==> config.mk <==
export PLATFORM = sky130hd
export DESIGN_NAME = dmem_access_unit
export DESIGN_NICKNAME = d
export VERILOG_FILES = /design/src/rtl/params_pkg.sv /design/src/rtl/store_align.sv /design/src/rtl/dmem_access_unit.sv
export SDC_FILE = /design/constraint.sdc
export NUM_CORES = 1
export LEC_CHECK = 0
export ABC_AREA = 1
export CAP_MARGIN = 20
export CORE_MARGIN = 3
export CORE_UTILIZATION = 35
export CTS_CLUSTER_DIAMETER = 100
export DETAILED_ROUTE_END_ITERATION = 10
export DONT_BUFFER_PORTS = 1
export RECOVER_POWER = 25
export SETUP_SLACK_MARGIN = 0.4
export SLEW_MARGIN = 20
export SYNTH_ARGS = -nofsm -noshare
export SYNTH_HDL_FRONTEND = slang
export SYNTH_SLANG_ARGS = --single-unit
==> constraint.sdc <==
create_clock -name clk -period 1.6 [get_ports clk]
set_clock_uncertainty 0.15 [all_clocks]
set_input_delay 0.48 -clock clk [delete_from_list [all_inputs] [get_ports clk]]
set_output_delay 0.48 -clock clk [all_outputs]
set_load 0.005 [all_outputs]
==> src/rtl/params_pkg.sv <==
// Shared types and trap codes for the data-memory access path.
// The state enum is also used by the bench to decode dbg_state.
package params_pkg;

  typedef enum logic [3:0] {
    MEM_NONE = 4'd0,
    MEM_LB   = 4'd1,
    MEM_LBU  = 4'd2,
    MEM_LH   = 4'd3,
    MEM_LHU  = 4'd4,
    MEM_LW   = 4'd5,
    MEM_SB   = 4'd6,
    MEM_SH   = 4'd7,
    MEM_SW   = 4'd8
  } mem_op_t;

  typedef enum logic [2:0] {
    IDLE  = 3'd0,
    REQ   = 3'd1,
    WAIT  = 3'd2,
    DONE  = 3'd3,
    DRAIN = 3'd4
  } dmem_state_t;

  localparam logic [30:0] TRAP_CODE_LOAD_ADDR_MISALIGNED  = 31'd4;
  localparam logic [30:0] TRAP_CODE_LOAD_ACCESS_FAULT     = 31'd5;
  localparam logic [30:0] TRAP_CODE_STORE_ADDR_MISALIGNED = 31'd6;
  localparam logic [30:0] TRAP_CODE_STORE_ACCESS_FAULT    = 31'd7;

  function automatic logic is_store(input mem_op_t op);
    return (op == MEM_SB) || (op == MEM_SH) || (op == MEM_SW);
  endfunction

  // Byte ops are always aligned; halfwords need bit 0 clear, words both bits.
  function automatic logic is_misaligned(input mem_op_t op, input logic [1:0] lsb2);
    logic mis;
    mis = 1'b0;
    case (op)
      MEM_LH, MEM_LHU, MEM_SH: mis = lsb2[0];
      MEM_LW, MEM_SW:          mis = |lsb2;
      default:                 mis = 1'b0;
    endcase
    return mis;
  endfunction

endpackage

==> src/rtl/store_align.sv <==
// Combinational byte-strobe and lane-replicated store data generation.
// Loads produce zero strobes and zero data.
module store_align
  import params_pkg::*;
(
  input  mem_op_t     op,
  input  logic [1:0]  lsb2,
  input  logic [31:0] wdata,
  output logic [3:0]  wstrb,
  output logic [31:0] wdata_lane
);

  always_comb begin
    wstrb      = 4'b0000;
    wdata_lane = 32'h0;
    case (op)
      MEM_SB: begin
        wstrb      = 4'b0001 << lsb2;
        wdata_lane = {4{wdata[7:0]}};
      end
      MEM_SH: begin
        wstrb      = 4'b0011 << lsb2;
        wdata_lane = {2{wdata[15:0]}};
      end
      MEM_SW: begin
        wstrb      = 4'b1111;
        wdata_lane = wdata;
      end
      default: ;
    endcase
  end

endmodule

==> src/rtl/dmem_access_unit.sv <==
// Load/store sequencer between the MEM stage and the data bus: alignment check,
// valid/ready request, response capture and trap reporting to the load formatter.
module dmem_access_unit
  import params_pkg::*;
(
  input  logic        clk,
  input  logic        rst_n,
  input  logic        mem_valid,
  input  mem_op_t     mem_op,
  input  logic [31:0] mem_addr,
  input  logic [31:0] mem_wdata,
  input  logic        flush,
  output logic        stall,
  output logic        rsp_valid,
  output mem_op_t     rsp_mem_op,
  output logic [1:0]  rsp_addr_lsb2,
  output logic [31:0] rsp_rdata_raw,
  output logic [3:0]  rsp_wmask,
  output logic        rsp_trap_valid,
  output logic [30:0] rsp_trap_mcause,
  output logic        dmem_req_valid,
  input  logic        dmem_req_ready,
  output logic [31:0] dmem_addr,
  output logic        dmem_we,
  output logic [3:0]  dmem_wstrb,
  output logic [31:0] dmem_wdata,
  input  logic        dmem_rsp_valid,
  input  logic [31:0] dmem_rdata,
  input  logic        dmem_rsp_err,
  output logic [2:0]  dbg_state
);

  // Bus handshake: a request transfers on a rising edge where dmem_req_valid
  // and dmem_req_ready are both high; while valid is high and ready is low,
  // address, we, wstrb and wdata stay stable. dmem_rsp_valid is only looked at
  // in WAIT and DRAIN (one outstanding access).

  dmem_state_t state_q, state_d;
  mem_op_t     op_q;
  logic [1:0]  lsb2_q;
  logic        trap_q;
  logic        start, misaligned;
  logic [3:0]  wstrb_nx;
  logic [31:0] wdata_nx;

  store_align u_store_align (
    .op         (mem_op),
    .lsb2       (mem_addr[1:0]),
    .wdata      (mem_wdata),
    .wstrb      (wstrb_nx),
    .wdata_lane (wdata_nx)
  );

  assign start      = (state_q == IDLE) && mem_valid && (mem_op != MEM_NONE) && !flush;
  assign misaligned = is_misaligned(mem_op, mem_addr[1:0]);
  assign stall      = start || (state_q == REQ) || (state_q == WAIT) || (state_q == DRAIN);
  assign dbg_state  = state_q;

  // DONE is the single result cycle; a flush landing on it squashes the result.
  assign rsp_valid      = (state_q == DONE) && !flush;
  assign rsp_trap_valid = rsp_valid && trap_q;

  always_comb begin
    state_d = state_q;
    case (state_q)
      IDLE:  if (start) state_d = misaligned ? DONE : REQ;
      REQ: begin
        if (dmem_req_ready) state_d = flush ? DRAIN : WAIT;
        else if (flush)     state_d = IDLE;
      end
      WAIT: begin
        if (dmem_rsp_valid) state_d = flush ? IDLE : DONE;
        else if (flush)     state_d = DRAIN;
      end
      DONE:  state_d = IDLE;
      DRAIN: if (dmem_rsp_valid) state_d = IDLE;
      default: state_d = IDLE;
    endcase
  end

  always_ff @(posedge clk or negedge rst_n) begin
    if (!rst_n) begin
      state_q         <= IDLE;
      op_q            <= MEM_NONE;
      lsb2_q          <= 2'b00;
      trap_q          <= 1'b0;
      dmem_req_valid  <= 1'b0;
      dmem_addr       <= 32'h0;
      dmem_we         <= 1'b0;
      dmem_wstrb      <= 4'b0000;
      dmem_wdata      <= 32'h0;
      rsp_mem_op      <= MEM_NONE;
      rsp_addr_lsb2   <= 2'b00;
      rsp_rdata_raw   <= 32'h0;
      rsp_wmask       <= 4'b0000;
      rsp_trap_mcause <= 31'h0;
    end else begin
      state_q        <= state_d;
      dmem_req_valid <= (state_d == REQ);

      if (start) begin
        op_q   <= mem_op;
        lsb2_q <= mem_addr[1:0];
        if (!misaligned) begin
          dmem_addr  <= {mem_addr[31:2], 2'b00};
          dmem_we    <= is_store(mem_op);
          dmem_wstrb <= wstrb_nx;
          dmem_wdata <= wdata_nx;
        end
      end

      if (start && misaligned) begin
        rsp_mem_op      <= mem_op;
        rsp_addr_lsb2   <= mem_addr[1:0];
        rsp_rdata_raw   <= 32'h0;
        rsp_wmask       <= 4'b0000;
        trap_q          <= 1'b1;
        rsp_trap_mcause <= is_store(mem_op) ? TRAP_CODE_STORE_ADDR_MISALIGNED
                                            : TRAP_CODE_LOAD_ADDR_MISALIGNED;
      end else if ((state_q == WAIT) && (state_d == DONE)) begin
        rsp_mem_op    <= op_q;
        rsp_addr_lsb2 <= lsb2_q;
        if (dmem_rsp_err) begin
          rsp_rdata_raw   <= 32'h0;
          rsp_wmask       <= 4'b0000;
          trap_q          <= 1'b1;
          rsp_trap_mcause <= is_store(op_q) ? TRAP_CODE_STORE_ACCESS_FAULT
                                            : TRAP_CODE_LOAD_ACCESS_FAULT;
        end else begin
          rsp_rdata_raw   <= is_store(op_q) ? 32'h0 : (dmem_rdata >> {lsb2_q, 3'b000});
          rsp_wmask       <= dmem_wstrb;
          trap_q          <= 1'b0;
          rsp_trap_mcause <= 31'h0;
        end
      end
    end
  end

endmodule

==> results.py <==
metrics = {
    "outcome": {
        "status": "finished with violations",
        "violations": "hold timing, setup timing",
    },
    "setup_path": {
        "crit_fanout": 2,
        "cp-start-kind": "register",
        "crit_type": "reg -> out",
        "cp.depth": 5,
        "worst_setup_path_end_kind": "output port",
        "crit_family": "flip-flops",
        "critPathArrivalTime_ns": 1.47,
        "critPathRequiredTime_ns": 0.97,
        "cp_slowest_cell": "dfrtp_2",
        "reg2reg_depth": 11,
        "crit_chain": "nor2_4 > buf_6 > inv_4 > nor4_4 > buf_4",
        "critPathBufInv": 3,
        "critPathMaxStageDelay_ns": 0.43,
    },
    "finish": {
        "stdcell_area_um2": 8035,
        "final_cells": 1118,
        "n_antenna_cell": 0,
        "fillers": 1754,
        "area_growth_pct": 28.08,
        "mostFrequentLayoutCell": "nand2_1",
        "drive_gt1_share_pct": 20.04,
        "fin_nets": 987,
        "final_core_util_pct": 46.14,
        "most-common-layout-cells": "309 x nand2_1, 116 x dfrtp_1, 64 x nand3_1, 37 x buf_4, 36 x nor2_1",
    },
    "clocking": {
        "cts_tree": "built",
        "cts.path.max_buffers": 2,
        "htree_levels": 4,
        "clk_latency_ns": 0.41,
        "clockRootBuffer": "clkbuf_16",
        "numCtsBuffers": 17,
        "cts_sinks": 122,
        "cts_hold_buf": 1,
        "cts.clk_slew.worst_paths_ns": 0.06,
    },
    "yosys": {
        "synth.avg_cell_area_um2": 7.531,
        "synthCells": 833,
        "async_flop_share_pct": 100.0,
        "synth-edff-count": 0,
        "syn-cell-area_um2": 6274,
        "ys_ff_latch": 122,
        "synth_flop_cell": "dfrtp_1",
        "yosys_warnings": 0,
        "yosysSeqAreaShare_pct": 48.66,
        "yosysUniqueCellTypes": 28,
    },
    "placed_design": {
        "gp_congestion": 0.8721,
        "post-place-ws_ns": -0.1705,
        "dp_hpwl_mm": 13.48,
        "port_buffers": 0,
        "dp.cells": 1059,
        "placed_area_um2": 6782,
    },
    "floorplan": {
        "core-area_um2": 17420,
        "die_area_um2": 19570,
        "start_util_pct": 36.02,
        "fp-row-count": 48,
        "die-width_um": 139.9,
        "ios": 256,
        "fp.dieH_um": 139.9,
    },
    "routing": {
        "drt_wl_total_mm": 19.61,
        "wire_per_inst_um": 17.54,
        "drtIter0Drc": 248,
        "drt-pass1-iter-count": 4,
        "postRouteAntennaNets": 0,
        "drc": 0,
        "vias": 5640,
        "vias_per_cell": 5.045,
    },
    "pwr": {
        "p_seq_share_pct": 42.6,
        "combPwrFrac_pct": 24.0,
        "leakagePower_nw": 4.057,
        "power.density_nw_per_um2": 1403,
        "power.total_mw": 11.27,
        "switching_share_pct": 35.15,
        "max-vdd-ir-drop_mv": 0.7037,
        "p_clk_share_pct": 33.4,
        "p_switching_mw": 3.962,
        "intPower_mw": 7.309,
    },
    "sta": {
        "drv_slew": 0,
        "fmax_ghz": 0.4758,
        "rsz0062_at_grt": "true",
        "worst_slack_ns": -0.5016,
        "hold_violations": 122,
        "whs_ns": -0.3899,
        "min_period_over_period_pct": 131.3,
        "setup-tns-final_ns": -22.48,
        "post-route-min-period_ns": 2.102,
        "setup_viol": 118,
    },
    "hold_path": {
        "hp-class": "in -> async",
    },
    "grt": {
        "grt_max_degree": 123,
        "grt_pass1_vias": 5421,
        "antenna_found_initial": 0,
        "overflow": 0,
        "track_usage_pct": 19.24,
        "grt_first_pass_wirelength_mm": 29.76,
    },
    "run": {
        "max-cap-violations": 0,
    },
}
==> Yosys cell counts (2+ instances only) <==
library cell	instances	area, um2
inv_2	2	7.510
o21ai_1	25	125.1
buf_6	5	56.30
a21oi_1	16	80.08
nor2_4	2	22.52
nor3_1	35	175.2
nor2_1	42	157.7
clkbuf_1	23	86.33
nand2_4	3	33.78
nand4_1	13	81.33
nand3b_1	2	15.01
dfrtp_1	122	3053
nand2_1	313	1175
buf_2	18	90.09
nand2_2	2	12.51
o21ai_0	48	240.2
inv_1	35	131.4
clkinv_1	3	11.26
buf_4	34	255.2
nand3_1	82	410.4
==> per-layer routing <==
layer / vias up / global-route usage (%) / wire length, um
li1: 2737 / - / -
met3: 14 / 7.766 / 2223
met4: 0 / 5.354 / 235
met5: - / 0 / 0
met2: 243 / 31.43 / 9599
met1: 2646 / 23.62 / 7547
==> path summary, 6_finish.rpt <==
path | from | end | slack (ns)
max in group asynchronous | rst_n | dmem_wdata[29]$_DFFE_PN0P_ | 1.49
min | rst_n | rsp_rdata_raw[5]$_DFFE_PN0P_ | -0.39
min reg2reg | dmem_addr[20]$_DFFE_PN0P_ | dmem_addr[20]$_DFFE_PN0P_ | 0.36
max reg2reg | dbg_state[2]$_DFF_PN0_ | rsp_rdata_raw[13]$_DFFE_PN0P_ | -0.33
max | dbg_state[2]$_DFF_PN0_ | rsp_trap_valid | -0.50
min in group clk | mem_addr[6] | dmem_addr[6]$_DFFE_PN0P_ | 0.03
==> final cells by class <==
cell class / instances / area [um2] / share of cell area [%]
flip-flops and latches: 122 / 3060 / 38.09
multi-input cells: 623 / 3030 / 37.71
repair buffers: 76 / 900.9 / 11.21
clock buffers: 17 / 425.4 / 5.294
well taps: 225 / 281.5 / 3.504
inverters: 40 / 185.2 / 2.305
clock inverters: 15 / 151.4 / 1.884
==> cell families (layout without fill, tap and decap cells) <==
logic type,count (synthesis),after routing,synth area share (%)
buffers and inverters,121,148,10.23
flip-flops,122,122,48.66
other,1,30,0.05978
AND/OR/NAND/NOR,497,501,33.61
AO/OA/AOI/OAI,92,92,7.439
==> power by group through the flow <==
stage	registers, mW	logic (mW)	clock network [mW]
finish	4.80	2.70	3.77
detailed placement	4.85	2.44	0
floorplan	4.54	1.90	0
global placement	4.85	2.37	0
global route	4.92	3.10	4.03
CTS	4.82	2.52	3.89
==> registers in the layout (all words and copies together) (netlist names), 2 cells and up <==
name / cells
op_q: 4
dmem_addr: 30
rsp_mem_op: 4
dmem_wstrb: 4
dbg_state: 3
dmem_wdata: 32
rsp_trap_mcause: 3
rsp_addr_lsb2: 2
rsp_rdata_raw: 32
rsp_wmask: 4
lsb2_q: 2
==> what timing repair did <==
item / in CTS / in global routing
endpoints found under the setup margin: 241 / 241
gates cloned: 3 / 5
pin swaps: 2 / 15
endpoints found under the hold margin: 123 / 122
buffers inserted: 7 / 11
resized for setup: 27 / 64
No activity file was read; power rests on OpenSTA's default activity.
